`src/rtl/board_scorer.sv`:
```
// board_scorer: walks the 64-cell Othello board after each move, counts black,
// white and empty cells, converts the scores to BCD and decides game over and winner.
module board_scorer #(
    parameter int READ_LATENCY = 1
) (
    input  logic       clock,
    input  logic       resetn,
    input  logic       start,
    input  logic       pass,
    input  logic       placed,
    output logic [2:0] rd_x,
    output logic [2:0] rd_y,
    output logic       rd_en,
    input  logic [1:0] q,
    output logic       busy,
    output logic       done,
    output logic [6:0] black_count,
    output logic [6:0] white_count,
    output logic [7:0] black_bcd,
    output logic [7:0] white_bcd,
    output logic       win,
    output logic [1:0] winner,
    output logic [1:0] o_dbg_state
);

    // Handshake: start is a one-cycle request accepted only while busy is low; each
    // accepted start yields exactly one done pulse (unless reset intervenes), and the
    // result outputs are valid from that done cycle until the next done.

    typedef enum logic [1:0] {
        S_IDLE  = 2'd0,
        S_SCAN  = 2'd1,
        S_DRAIN = 2'd2,
        S_FINAL = 2'd3
    } state_t;

    localparam logic DRAIN_LAST = 1'(READ_LATENCY - 1);

    state_t                  r_state;
    logic [5:0]              r_addr;
    logic                    r_rd_en;
    logic                    r_drain;
    logic                    r_done;
    logic [READ_LATENCY-1:0] r_vld;
    logic [6:0]              r_black;
    logic [6:0]              r_white;
    logic [6:0]              r_empty;
    logic [1:0]              r_pass_cnt;
    logic [6:0]              r_black_count;
    logic [6:0]              r_white_count;
    logic [7:0]              r_black_bcd;
    logic [7:0]              r_white_bcd;
    logic                    r_win;
    logic [1:0]              r_winner;

    logic [READ_LATENCY:0]   w_vld_shift;
    logic                    w_vld_out;
    logic                    w_clear;
    logic [7:0]              w_black_bcd;
    logic [7:0]              w_white_bcd;
    logic                    w_win;
    logic [1:0]              w_winner;

    // Counts never exceed 64, so a compare chain for the tens digit is enough.
    function automatic logic [7:0] to_bcd(input logic [6:0] v);
        logic [3:0] tens;
        logic [3:0] ones;
        if (v >= 7'd60)      tens = 4'd6;
        else if (v >= 7'd50) tens = 4'd5;
        else if (v >= 7'd40) tens = 4'd4;
        else if (v >= 7'd30) tens = 4'd3;
        else if (v >= 7'd20) tens = 4'd2;
        else if (v >= 7'd10) tens = 4'd1;
        else                 tens = 4'd0;
        ones = 4'(v - 7'(tens) * 7'd10);
        return {tens, ones};
    endfunction

    assign w_clear     = (r_state == S_IDLE) && start;
    assign w_vld_shift = {r_vld, r_rd_en};
    assign w_vld_out   = w_vld_shift[READ_LATENCY];
    assign w_black_bcd = to_bcd(r_black);
    assign w_white_bcd = to_bcd(r_white);
    assign w_win       = (r_empty == 7'd0) || (r_black == 7'd0) ||
                         (r_white == 7'd0) || (r_pass_cnt == 2'd2);

    always_comb begin
        w_winner = 2'b00;
        if (w_win) begin
            if (r_black > r_white)      w_winner = 2'b01;
            else if (r_white > r_black) w_winner = 2'b10;
            else                        w_winner = 2'b11;
        end
    end

    always_ff @(posedge clock) begin
        if (resetn) begin
            r_state       <= S_IDLE;
            r_addr        <= 6'd0;
            r_rd_en       <= 1'b0;
            r_drain       <= 1'b0;
            r_done        <= 1'b0;
            r_black_count <= 7'd0;
            r_white_count <= 7'd0;
            r_black_bcd   <= 8'd0;
            r_white_bcd   <= 8'd0;
            r_win         <= 1'b0;
            r_winner      <= 2'b00;
        end else begin
            r_done <= 1'b0;
            case (r_state)
                S_IDLE: begin
                    if (start) begin
                        r_state <= S_SCAN;
                        r_addr  <= 6'd0;
                        r_rd_en <= 1'b1;
                    end
                end
                S_SCAN: begin
                    if (r_addr == 6'd63) begin
                        r_state <= S_DRAIN;
                        r_rd_en <= 1'b0;
                        r_drain <= 1'b0;
                    end else begin
                        r_addr <= r_addr + 6'd1;
                    end
                end
                S_DRAIN: begin
                    // The last read returns while we wait here; it lands on the exit edge.
                    if (r_drain == DRAIN_LAST) r_state <= S_FINAL;
                    else                       r_drain <= r_drain + 1'b1;
                end
                S_FINAL: begin
                    r_black_count <= r_black;
                    r_white_count <= r_white;
                    r_black_bcd   <= w_black_bcd;
                    r_white_bcd   <= w_white_bcd;
                    r_win         <= w_win;
                    r_winner      <= w_winner;
                    r_done        <= 1'b1;
                    r_state       <= S_IDLE;
                end
                default: r_state <= S_IDLE;
            endcase
        end
    end

    always_ff @(posedge clock) begin
        if (resetn) r_vld <= '0;
        else        r_vld <= w_vld_shift[READ_LATENCY-1:0];
    end

    always_ff @(posedge clock) begin
        if (resetn || w_clear) begin
            r_black <= 7'd0;
            r_white <= 7'd0;
            r_empty <= 7'd0;
        end else if (w_vld_out) begin
            case (q)
                2'b01:   r_black <= r_black + 7'd1;
                2'b10:   r_white <= r_white + 7'd1;
                default: r_empty <= r_empty + 7'd1;
            endcase
        end
    end

    // A placement in the same cycle as a pass means play continued, so clear wins.
    always_ff @(posedge clock) begin
        if (resetn || placed)                r_pass_cnt <= 2'd0;
        else if (pass && r_pass_cnt != 2'd2) r_pass_cnt <= r_pass_cnt + 2'd1;
    end

    assign rd_x        = r_addr[2:0];
    assign rd_y        = r_addr[5:3];
    assign rd_en       = r_rd_en;
    assign busy        = (r_state != S_IDLE);
    assign done        = r_done;
    assign black_count = r_black_count;
    assign white_count = r_white_count;
    assign black_bcd   = r_black_bcd;
    assign white_bcd   = r_white_bcd;
    assign win         = r_win;
    assign winner      = r_winner;
    assign o_dbg_state = r_state;

endmodule

```
`config.mk`:
```
export PLATFORM = sky130hd
export DESIGN_NAME = board_scorer
export DESIGN_NICKNAME = d
export VERILOG_FILES = /design/src/rtl/board_scorer.sv
export SDC_FILE = /design/constraint.sdc
export NUM_CORES = 1
export LEC_CHECK = 0
export ABC_AREA = 1
export CAP_MARGIN = 25
export CORE_MARGIN = 4
export CORE_UTILIZATION = 60
export CTS_BUF_LIST = sky130_fd_sc_hd__clkbuf_4 sky130_fd_sc_hd__clkbuf_8
export DETAILED_ROUTE_END_ITERATION = 8
export PLACE_DENSITY = 0.88
export SLEW_MARGIN = 20
export SYNTH_ARGS = -nofsm -noshare
export SYNTH_HDL_FRONTEND = slang
export SYNTH_SLANG_ARGS = --single-unit
```
`constraint.sdc`:
```
create_clock -name clock -period 3.8 [get_ports clock]
set_clock_uncertainty 0.1 [all_clocks]
set_input_delay 0.95 -clock clock [delete_from_list [all_inputs] [get_ports clock]]
set_output_delay 0.95 -clock clock [all_outputs]
set_load 0.01 [all_outputs]
```
Word-level counts from Yosys, hierarchy flattened
Cells that the tools add are included.
- bits in registers: 68
- bits of input ports: 7
- logic and storage cells: 103
- add/sub/neg operators: 8
- $mul: 2
- $lt $le $gt $ge: 14
- equality and inequality tests: 12
- muxes and demuxes: 28
- bitwise logic cells: 1
- reductions and logical operators: 22
- operators by type and width (cell ; count):
    $ge A7 B6 Y1 const B ; 6
    $ge A7 B5 Y1 const B ; 4
    $add A7 B1 Y7 const B ; 3
    $logic_not A7 Y1 ; 3
    $mux W2 ; 9
    $mux W3 ; 6
    $ge A7 B4 Y1 const B ; 2
    $gt A7 B7 Y1 ; 2
    $mux W6 ; 2
    $pmux W6 S2 ; 1
    $ne A2 B2 Y1 const B ; 5
    $reduce_and A3 Y1 ; 3
    $eq A2 B2 Y1 const B ; 4
    $pmux W2 S4 ; 1
    $reduce_and A2 Y1 ; 4
    $sub A4 B4 Y4 ; 2
    $mux W1 ; 7
    $add A6 B1 Y6 const B ; 1
    $eq A6 B6 Y1 const B ; 1
    $mul A3 B3 Y3 const B ; 2
    $reduce_bool A2 Y1 ; 3
    $logic_or A1 B1 Y1 ; 5
    $eq A2 B1 Y1 const B ; 2
    $pmux W1 S2 ; 2
    6 further kinds ; 7

Longest topological paths before layout
Gate-level depths: netlist of the first run.
- depth in word-level cells: 9
- depth in mapped cells: 19
- mapped depth without buffers: 19

Worst setup path before layout of the first run
OpenSTA, ideal clock, no wires.
- path type: flip-flop to flip-flop
- start: register r_white[3]
- end: register r_white_bcd[3] (netlist: white_bcd[3])
- setup time: 0.109 ns
- data arrival time: 1.997 ns
- slack: 1.594 ns
- stages on the path, launching flop included: 20
- buffers on the path: 1
- cell sequence: dfxtp_1 buf_2 nor2_1 nand2_1 nand2_1 nand2_1 nand2_1 nand2_1 nand2_1 nand2_1 inv_1 ha_1 inv_1 fa_1 xor2_1 inv_1 nand3_1 nand3_1 nand2_1 inv_1
- cells in the longest elaborated chain, start to end: 9
- elaborated cells between the ends (all ways): 14
- ends and longest elaborated chain (element ; line ; text):
    from (decl) ; 46 ; logic [6:0] r_white;
    from (signal assigned) ; 161 ; 2'b10: r_white <= r_white + 7'd1;
    $ge A7 B4 Y1 ; 73 ; else if (v >= 7'd10) tens = 4'd1;
    $mux W1 ; 73 ;
    $mux W2 ; 72 ; else if (v >= 7'd20) tens = 4'd2;
    $mux W2 ; 71 ; else if (v >= 7'd30) tens = 4'd3;
    $mux W3 ; 70 ; else if (v >= 7'd40) tens = 4'd4;
    $mux W3 ; 69 ; else if (v >= 7'd50) tens = 4'd5;
    $mux W3 (*) ; 68 ; if (v >= 7'd60) tens = 4'd6;
    via w_white_bcd[4] ; 60 ; logic [7:0] w_white_bcd;
    $mul A3 B3 Y3 (*) ; 75 ; ones = 4'(v - 7'(tens) * 7'd10);
    $sub A4 B4 Y4 (*) ; 75 ;
    to (signal assigned) ; 137 ; r_white_bcd <= w_white_bcd;
    to (decl) ; 52 ; logic [7:0] r_white_bcd;
Mark *: on every way through the listed nets, which the timed path passes. The rest lies on a longest branch.
A chain may end at the register's enable or synchronous reset.

Final worst setup path of the first run
- start: register r_state[0] (netlist: o_dbg_state[0])
- end: output port busy
- cells in the longest elaborated chain, start to end: 1
- ends and longest elaborated chain (element ; line ; text):
    from (decl) ; 39 ; state_t r_state;
    from (signal assigned) ; 98 ; r_state <= S_IDLE;
    from (signal assigned) ; 114 ; r_state <= S_SCAN;
    from (signal assigned) ; 121 ; r_state <= S_DRAIN;
    $reduce_bool A2 Y1 ; 176 ; assign busy = (r_state != S_IDLE);
    to (decl) ; 15 ; output logic busy,
No other way between the ends.

==> metrics.yaml, run 1 <==
job:
  max_cap_viol_count: 0
timing:
  relSlewSlack_pct: 43.5
  rsz0062_at_grt: "false"
  fin_crit_ns: 2.74
  drv_slew: 0
  fmax_mhz: 365
  hold_viol_final: 0
  setup_violations: 0
  finalCritPeriodShare_pct: 72.1
  finalSetupTns_ns: 0
  worst_pin_slew_ns: 0.848
synthesis:
  syn_inst: 432
  ys_async_sr_fraction_pct: 0
  seq_area_frac_synth_pct: 40.0
  ys.flop_type: "dfxtp_1"
  synth.distinct_cells: 31
  synth_top_area_share_pct: 40.0
  ys_top_cells_by_area: "dfxtp_1, ha_1, nand2_1"
  ys_warn_count: 0
  synth_area_mm2: 0.00315
  yosysMostFrequentCell: "nand2_1"
  synth_edf_count: 0
  synth_top_cell_by_area: "dfxtp_1"
  ys_ff_latch: 63
  synth.avg_cell_area_um2: 7.30
  synth_common_cells: "nand2_1, dfxtp_1, inv_1, a21oi_1, nor2_1"
placed_design:
  dp_hpwl_mm: 5.50
  dpl.cell_count: 536
  place.gp.congestion: 0.897
  io_buffers: 48
  placed_area_mm2: 0.00366
finish:
  antennaDiodeCount: 0
  fin_nets: 510
  area_growth_pct: 22.3
  final_design_area_no_fill_mm2: 0.00386
  final_cell_count_no_fill: 552
  filler_cell_count: 394
  drive_gt1_share_pct: 5.60
clock_network:
  postCtsSetupRepairBufs: 0
  cts.sinks: 63
  clk_latency_ns: 0.33
  hold_buffers: 0
  h-tree-depth: 3
  path_clk_slew_ns: 0.07
  cts_buffer_depth: 2
  postCtsResizedCells: 0
  cts_buffers: 9
  root_buffer: "clkbuf_8"
  cts_tree: "built"
floorplan:
  io_pins: 51
  core-area_mm2: 0.00511
  chipWidth_um: 80.5
  rows: 26
  die_area_mm2: 0.00648
  fp.dieH_um: 80.5
  initial_core_util_pct: 61.8
grt:
  grt.overflow.total: 0
  grt_pass1_vias: 2931
  antenna_found_initial: 0
  grt_pass1_wl_mm: 12.8
  grt_usage_pct: 25.3
  grt_max_degree: 30
pwr:
  swShare_pct: 31.1
  p_per_area_mw_per_mm2: 502
  comb_power_share_pct: 28.3
  p_sw_mw: 0.603
  max-vdd-ir-drop_uv: 340
  power.total_mw: 1.94
  pwr-share-clk_pct: 30.0
  pwr-share-seq_pct: 41.7
  p_leak_nw: 1.69
  internal_power_mw: 1.33
route:
  drt_iter0_markers: 217
  routed_wl_mm: 7.61
  via_count: 3014
  viasPerCell: 5.46
  ant_nets: 0
  first_pass_iters: 5
  routedWlPerCell_um: 13.8
  drc_errors: 0
min_path:
  min_delay_path_depth: 2
  hold-path-endpoint: "r_vld$_SDFF_PP0_"
  hp-start: "rd_en$_SDFFE_PP0P_"
  hp-class: "flop to flop"
setup_path:
  critPathKind: "flop to output pin"
  endpoint_kind: "output pin"
  cp.arrival_ns: 1.69
  timing.rr.end: "black_bcd[3]$_SDFFE_PP0P_"
  cp_max_fo: 5
  max_stage_delay_ns: 0.53
  cp_slowest_cell: "clkdlybuf4s50_1"
  reg2reg_slack_ns: 1.24
  reg2reg_depth: 18
  crit_required_ns: 2.75
  r2r-start: "r_black[6]$_SDFFE_PP0P_"
  path_cells: "inv_1 > ha_1 > inv_1 > clkdlybuf4s50_1"
  cp_common_cell: "inv_1"
  cp-start-kind: "flop"
status:
  outcome: "finished, final reports clean"
[layout by cell type, fill, tap and decap left out, drive strengths merged, types with 3 or more instances in the layout]
master | synthesis | routed
nand2 | 75 | 75
dfxtp | 63 | 63
inv | 61 | 61
a21oi | 51 | 51
clkdlybuf4s50 | 0 | 48
o21ai | 45 | 45
nor2 | 43 | 43
ha | 24 | 24
nand3 | 21 | 21
clkbuf | 10 | 12
nor3 | 11 | 11
nand4 | 4 | 4
xor2 | 4 | 4
a211oi | 3 | 3
clkinv | 0 | 3
[critical path, delay by kind of cell, from the launching register on]
kind / cells / cell delay, ns
flops: 1 / 0.41
fa+ha+maj: 1 / 0.23
buf+inv: 3 / 0.71
[worst max-delay path by stage]
stage | startpoint | endpoint | slack (ns) | cells past startpoint
2_1_floorplan | r_white[3]$_SDFFE_PP0P_ | white_bcd[3]$_SDFFE_PP0P_ | 1.59 | 19
3_3_place_gp | resetn | r_empty[5]$_SDFFE_PP0P_ | 1.03 | 6
3_5_place_dp | resetn | r_white[1]$_SDFFE_PP0P_ | 0.91 | 6
4_1_cts | o_dbg_state[0]$_SDFFE_PP0P_ | busy | 1.05 | 4
5_1_grt | o_dbg_state[0]$_SDFFE_PP0P_ | busy | 0.96 | 4
6_report | o_dbg_state[0]$_SDFFE_PP0P_ | busy | 1.06 | 4
[power by group through the flow]
stage / combinational, mW / clock [mW] / sequential [mW]
CTS: 0.551 / 0.589 / 0.808
detailed placement: 0.545 / 0 / 0.822
global route: 0.610 / 0.617 / 0.819
floorplan: 0.260 / 0 / 0.851
global placement: 0.525 / 0 / 0.818
finish: 0.548 / 0.581 / 0.808
[layout make-up]
class,count,area (µm²),share of cell area [%]
Tap cell,70,87.6,2.27
Clock inverter,4,45.0,1.17
Clock buffer,12,153,3.96
Inverter,61,229,5.94
Multi-Input combinational cell,292,1590,41.1
Sequential cell,63,1260,32.7
Timing Repair Buffer,50,495,12.8
[metrics by stage]
step                      util [%]  setup slack, ns  hold slack [ns]
after global routing          75.5            0.958            0.399
final                         75.5             1.06            0.374
after detailed placement      71.7            0.905            0.367
after CTS                     75.5             1.05            0.377
after floorplan                  -             1.59            0.339
after global placement        71.7             1.03            0.349
[registers in the layout (all words and copies together) (netlist names), 2 cells and up]
name	cells
r_addr	6
winner	2
r_white	7
o_dbg_state	2
r_pass_cnt	2
white_count	7
r_black	7
black_bcd	6
r_empty	7
white_bcd	6
black_count	7
[logic make-up after synthesis]
kind of cell,count (synthesis),share of synthesized area (%)
AO/OA/AOI/OAI,104,17.3
flip-flops,63,40.0
XOR/XNOR,4,1.11
other,1,0.119
AND/OR/NAND/NOR,156,20.8
adder cells (fa/ha/maj),26,10.8
buffers and inverters,78,9.84
[routing by layer]
layer | GRT usage [%] | part of all wire (%)
met3 | 4.15 | 5.0
met4 | 11.0 | 1.7
met5 | 0 | 0
met2 | 44.5 | 49
met1 | 30.1 | 44
No activity file was read; power rests on OpenSTA's default activity.
==> inputs of run 2 (changes only) <==
--- a/config.mk
+++ b/config.mk
@@ -8,10 +8,10 @@
 export ABC_AREA = 1
 export CAP_MARGIN = 25
 export CORE_MARGIN = 4
-export CORE_UTILIZATION = 60
+export CORE_UTILIZATION = 50
 export CTS_BUF_LIST = sky130_fd_sc_hd__clkbuf_4 sky130_fd_sc_hd__clkbuf_8
 export DETAILED_ROUTE_END_ITERATION = 8
-export PLACE_DENSITY = 0.88
+export PLACE_DENSITY = 0.78
 export SLEW_MARGIN = 20
 export SYNTH_ARGS = -nofsm -noshare
 export SYNTH_HDL_FRONTEND = slang
==> constraint.sdc (replaced) <==
create_clock -name clock -period 2.25 [get_ports clock]
set_clock_uncertainty 0.1 [all_clocks]
set_input_delay 0.5625 -clock clock [delete_from_list [all_inputs] [get_ports clock]]
set_output_delay 0.5625 -clock clock [all_outputs]
set_load 0.01 [all_outputs]
==> run 2 against run 1 <==
- the run now ends with setup timing left
- worst setup slack lost 1.1 ns
- cell count grew 6.7%
- via count grew 2.8%
- flip-flop and latch count is the same
- global-route usage shrank 3.4 points
- register-to-register slack lost 1.3 ns
- first-iteration DRC count shrank 34%
- die area grew 18%
- power grew 66%
- non-clock buffer count grew 32
- critical endpoint is now white_bcd[3]$_SDFFE_PP0P_
- largest cell class unchanged
- highest routed layer unchanged
==> metrics.yaml, run 2 (same netlist as run 1, synthesis figures left out) <==
floorplan:
  initial_core_util_pct: 52.3
  io_pins: 51
  die_area_mm2: 0.00764
  rows: 28
  fp.dieH_um: 87.4
  chipWidth_um: 87.4
  core-area_mm2: 0.00603
route:
  drc_errors: 0
  first_pass_iters: 4
  via_count: 3099
  viasPerCell: 5.26
  routed_wl_mm: 8.00
  ant_nets: 0
  drt_iter0_markers: 143
  routedWlPerCell_um: 13.6
timing:
  drv_slew: 0
  fin_crit_ns: 2.28
  setup_violations: 1
  finalSetupTns_ns: -0.0327
  finalWorstSetupSlack_ns: -0.0327
  rsz0062_at_grt: "true"
  finalHoldWorstSlack_ns: 0.372
  hold_viol_final: 0
  fmax_mhz: 438
  finalCritPeriodShare_pct: 101
finish:
  antennaDiodeCount: 0
  fin_nets: 542
  filler_cell_count: 468
  layout_commonest_cell: "nand2_1"
  drive_gt1_share_pct: 19.3
  area_growth_pct: 33.8
  final_cell_mix: "nand2_1, inv_1, a21oi_1"
grt:
  grt_pass1_wl_mm: 13.2
  antenna_found_initial: 0
  grt_max_degree: 36
  grt_pass1_vias: 2999
  grt_usage_pct: 21.9
  grt.overflow.total: 0
pwr:
  max-vdd-ir-drop_uv: 513
  p_leak_nw: 1.84
  p_per_area_mw_per_mm2: 761
setup_path:
  cp_slowest_cell: "dfxtp_2"
  max_stage_delay_ns: 0.42
  timing.rr.end: "white_bcd[3]$_SDFFE_PP0P_"
  path_buf_inv: 5
  reg2reg_slack_ns: -0.03
  path_cells: "nand2_1 > inv_1 > a21oi_1 > nand2_1 > nand2_1 > nand2_1 > nand2_2 > inv_2 > ha_4 > inv_2 > fa_2 > xor2_2 > inv_1 > nand3_2 > nand3_2 > nand2_1 > inv_1"
  endpoint: "white_bcd[3]$_SDFFE_PP0P_"
  cp-start-kind: "flop"
  cp.arrival_ns: 2.43
  cp_common_cell: "nand2_1"
  critPathKind: "flop to flop"
  crit_required_ns: 2.40
  r2r-start: "r_white[4]$_SDFFE_PP0P_"
  reg2reg_depth: 17
  crit_family: "simple AND/OR/NAND/NOR gates"
  startpoint: "r_white[4]$_SDFFE_PP0P_"
  path_depth: 17
  cp_max_fo: 7
  endpoint_kind: "flop"
status:
  violations: "setup timing"
  outcome: "finished with violations"
min_path:
  hp-class: "flop to flop"
clock_network:
  path_clk_slew_ns: 0.07
  root_buffer: "clkbuf_8"
  h-tree-depth: 3
  cts_buffer_depth: 2
  cts.sinks: 63
  cts_buffers: 9
  cts_tree: "built"
  clk_latency_ns: 0.34
placed_design:
  io_buffers: 48
  dp_hpwl_mm: 5.75
  place.gp.congestion: 0.892
job:
  max_cap_viol_count: 0
-- run 2: cell types whose count changed in the layout (fill, tap and decap cells not counted), moves of 4 or more --
cell,delta
buf_4,+32
dfxtp_1,-13
dfxtp_2,+8
dfxtp_4,+5
inv_1,-6
inv_2,+6
nand2_1,-6
nand2_2,+4
nor2_1,-6
nor2_2,+4
-- run 2: routing by layer --
layer	track usage [%]	part of all wire [%]
met5	0	0
met4	8.51	2.4
met3	4.73	4.3
met2	38.4	50
met1	25.8	44
-- run 2: where the power goes --
group | total [mW] | switching (mW) | internal [mW]
registers | 1.36 | 0.0981 | 1.26
logic | 0.937 | 0.505 | 0.432
clock network | 0.914 | 0.433 | 0.481
-- run 2: area by class of cell --
class                      count  area (µm²)  share of cell area (%)
clock buffer                  13         166                    3.94
clock inverter                 3        17.5                   0.415
inverter                      61         229                    5.43
multi-input combinational    292        1690                    40.0
sequential                    63        1290                    30.6
tap                           75        93.8                    2.22
timing repair buffer          82         734                    17.4
-- run 2: tightest hold or removal path, cell delays in order, from the launching register on --
cell	delay [ns]
dfxtp_1	0.33
nand2_1	0.07
inv_1	0.03
-- run 2: how the worst min path moves through the flow --
stage          cells past startpoint                         end  slack, ns                       start
3_5_place_dp                       2            r_vld$_SDFF_PP0_       0.36          rd_en$_SDFFE_PP0P_
3_3_place_gp                       2  r_pass_cnt[0]$_SDFFE_PP0P_       0.35  r_pass_cnt[0]$_SDFFE_PP0P_
2_1_floorplan                      2  r_pass_cnt[0]$_SDFFE_PP0P_       0.34  r_pass_cnt[0]$_SDFFE_PP0P_
6_report                           2            r_vld$_SDFF_PP0_       0.37          rd_en$_SDFFE_PP0P_
5_1_grt                            2            r_vld$_SDFF_PP0_       0.40          rd_en$_SDFFE_PP0P_
4_1_cts                            2            r_vld$_SDFF_PP0_       0.38          rd_en$_SDFFE_PP0P_
-- run 2: repair_timing --
item                                    in CTS  in global routing
endpoints found under the setup margin       3                  4
pin swaps                                    0                 12
hold buffers                                 0                  0
resized for setup                           10                 41
setup buffers                                0                  2
cloned                                       0                  0
-- run 2: metrics by stage --
| stage | cells | util [%] | setup slack, ns | cell area (µm²) | power [mW] |
|---|---|---|---|---|---|
| CTS | 587 | 67.9 | 0.00671 | 4090 | 3.24 |
| global placement | 571 | 64.6 | -0.000881 | 3890 | 2.29 |
| global route | 589 | 70.0 | -0.199 | 4220 | 3.40 |
| floorplan | 433 | - | 0.0439 | 3160 | 1.88 |
| detailed placement | 571 | 64.6 | -0.0594 | 3890 | 2.33 |
| finish | 589 | 70.0 | -0.0327 | 4220 | 3.21 |
==> inputs of run 3 (changes only) <==
--- a/config.mk
+++ b/config.mk
@@ -6,6 +6,7 @@
 export NUM_CORES = 1
 export LEC_CHECK = 0
 export ABC_AREA = 1
+export ABC_CLOCK_PERIOD_IN_PS = 2250
 export CAP_MARGIN = 25
 export CORE_MARGIN = 4
 export CORE_UTILIZATION = 50
==> results of run 3 <==
No change in the layout: final DEF, timing and power equal those of run 2.
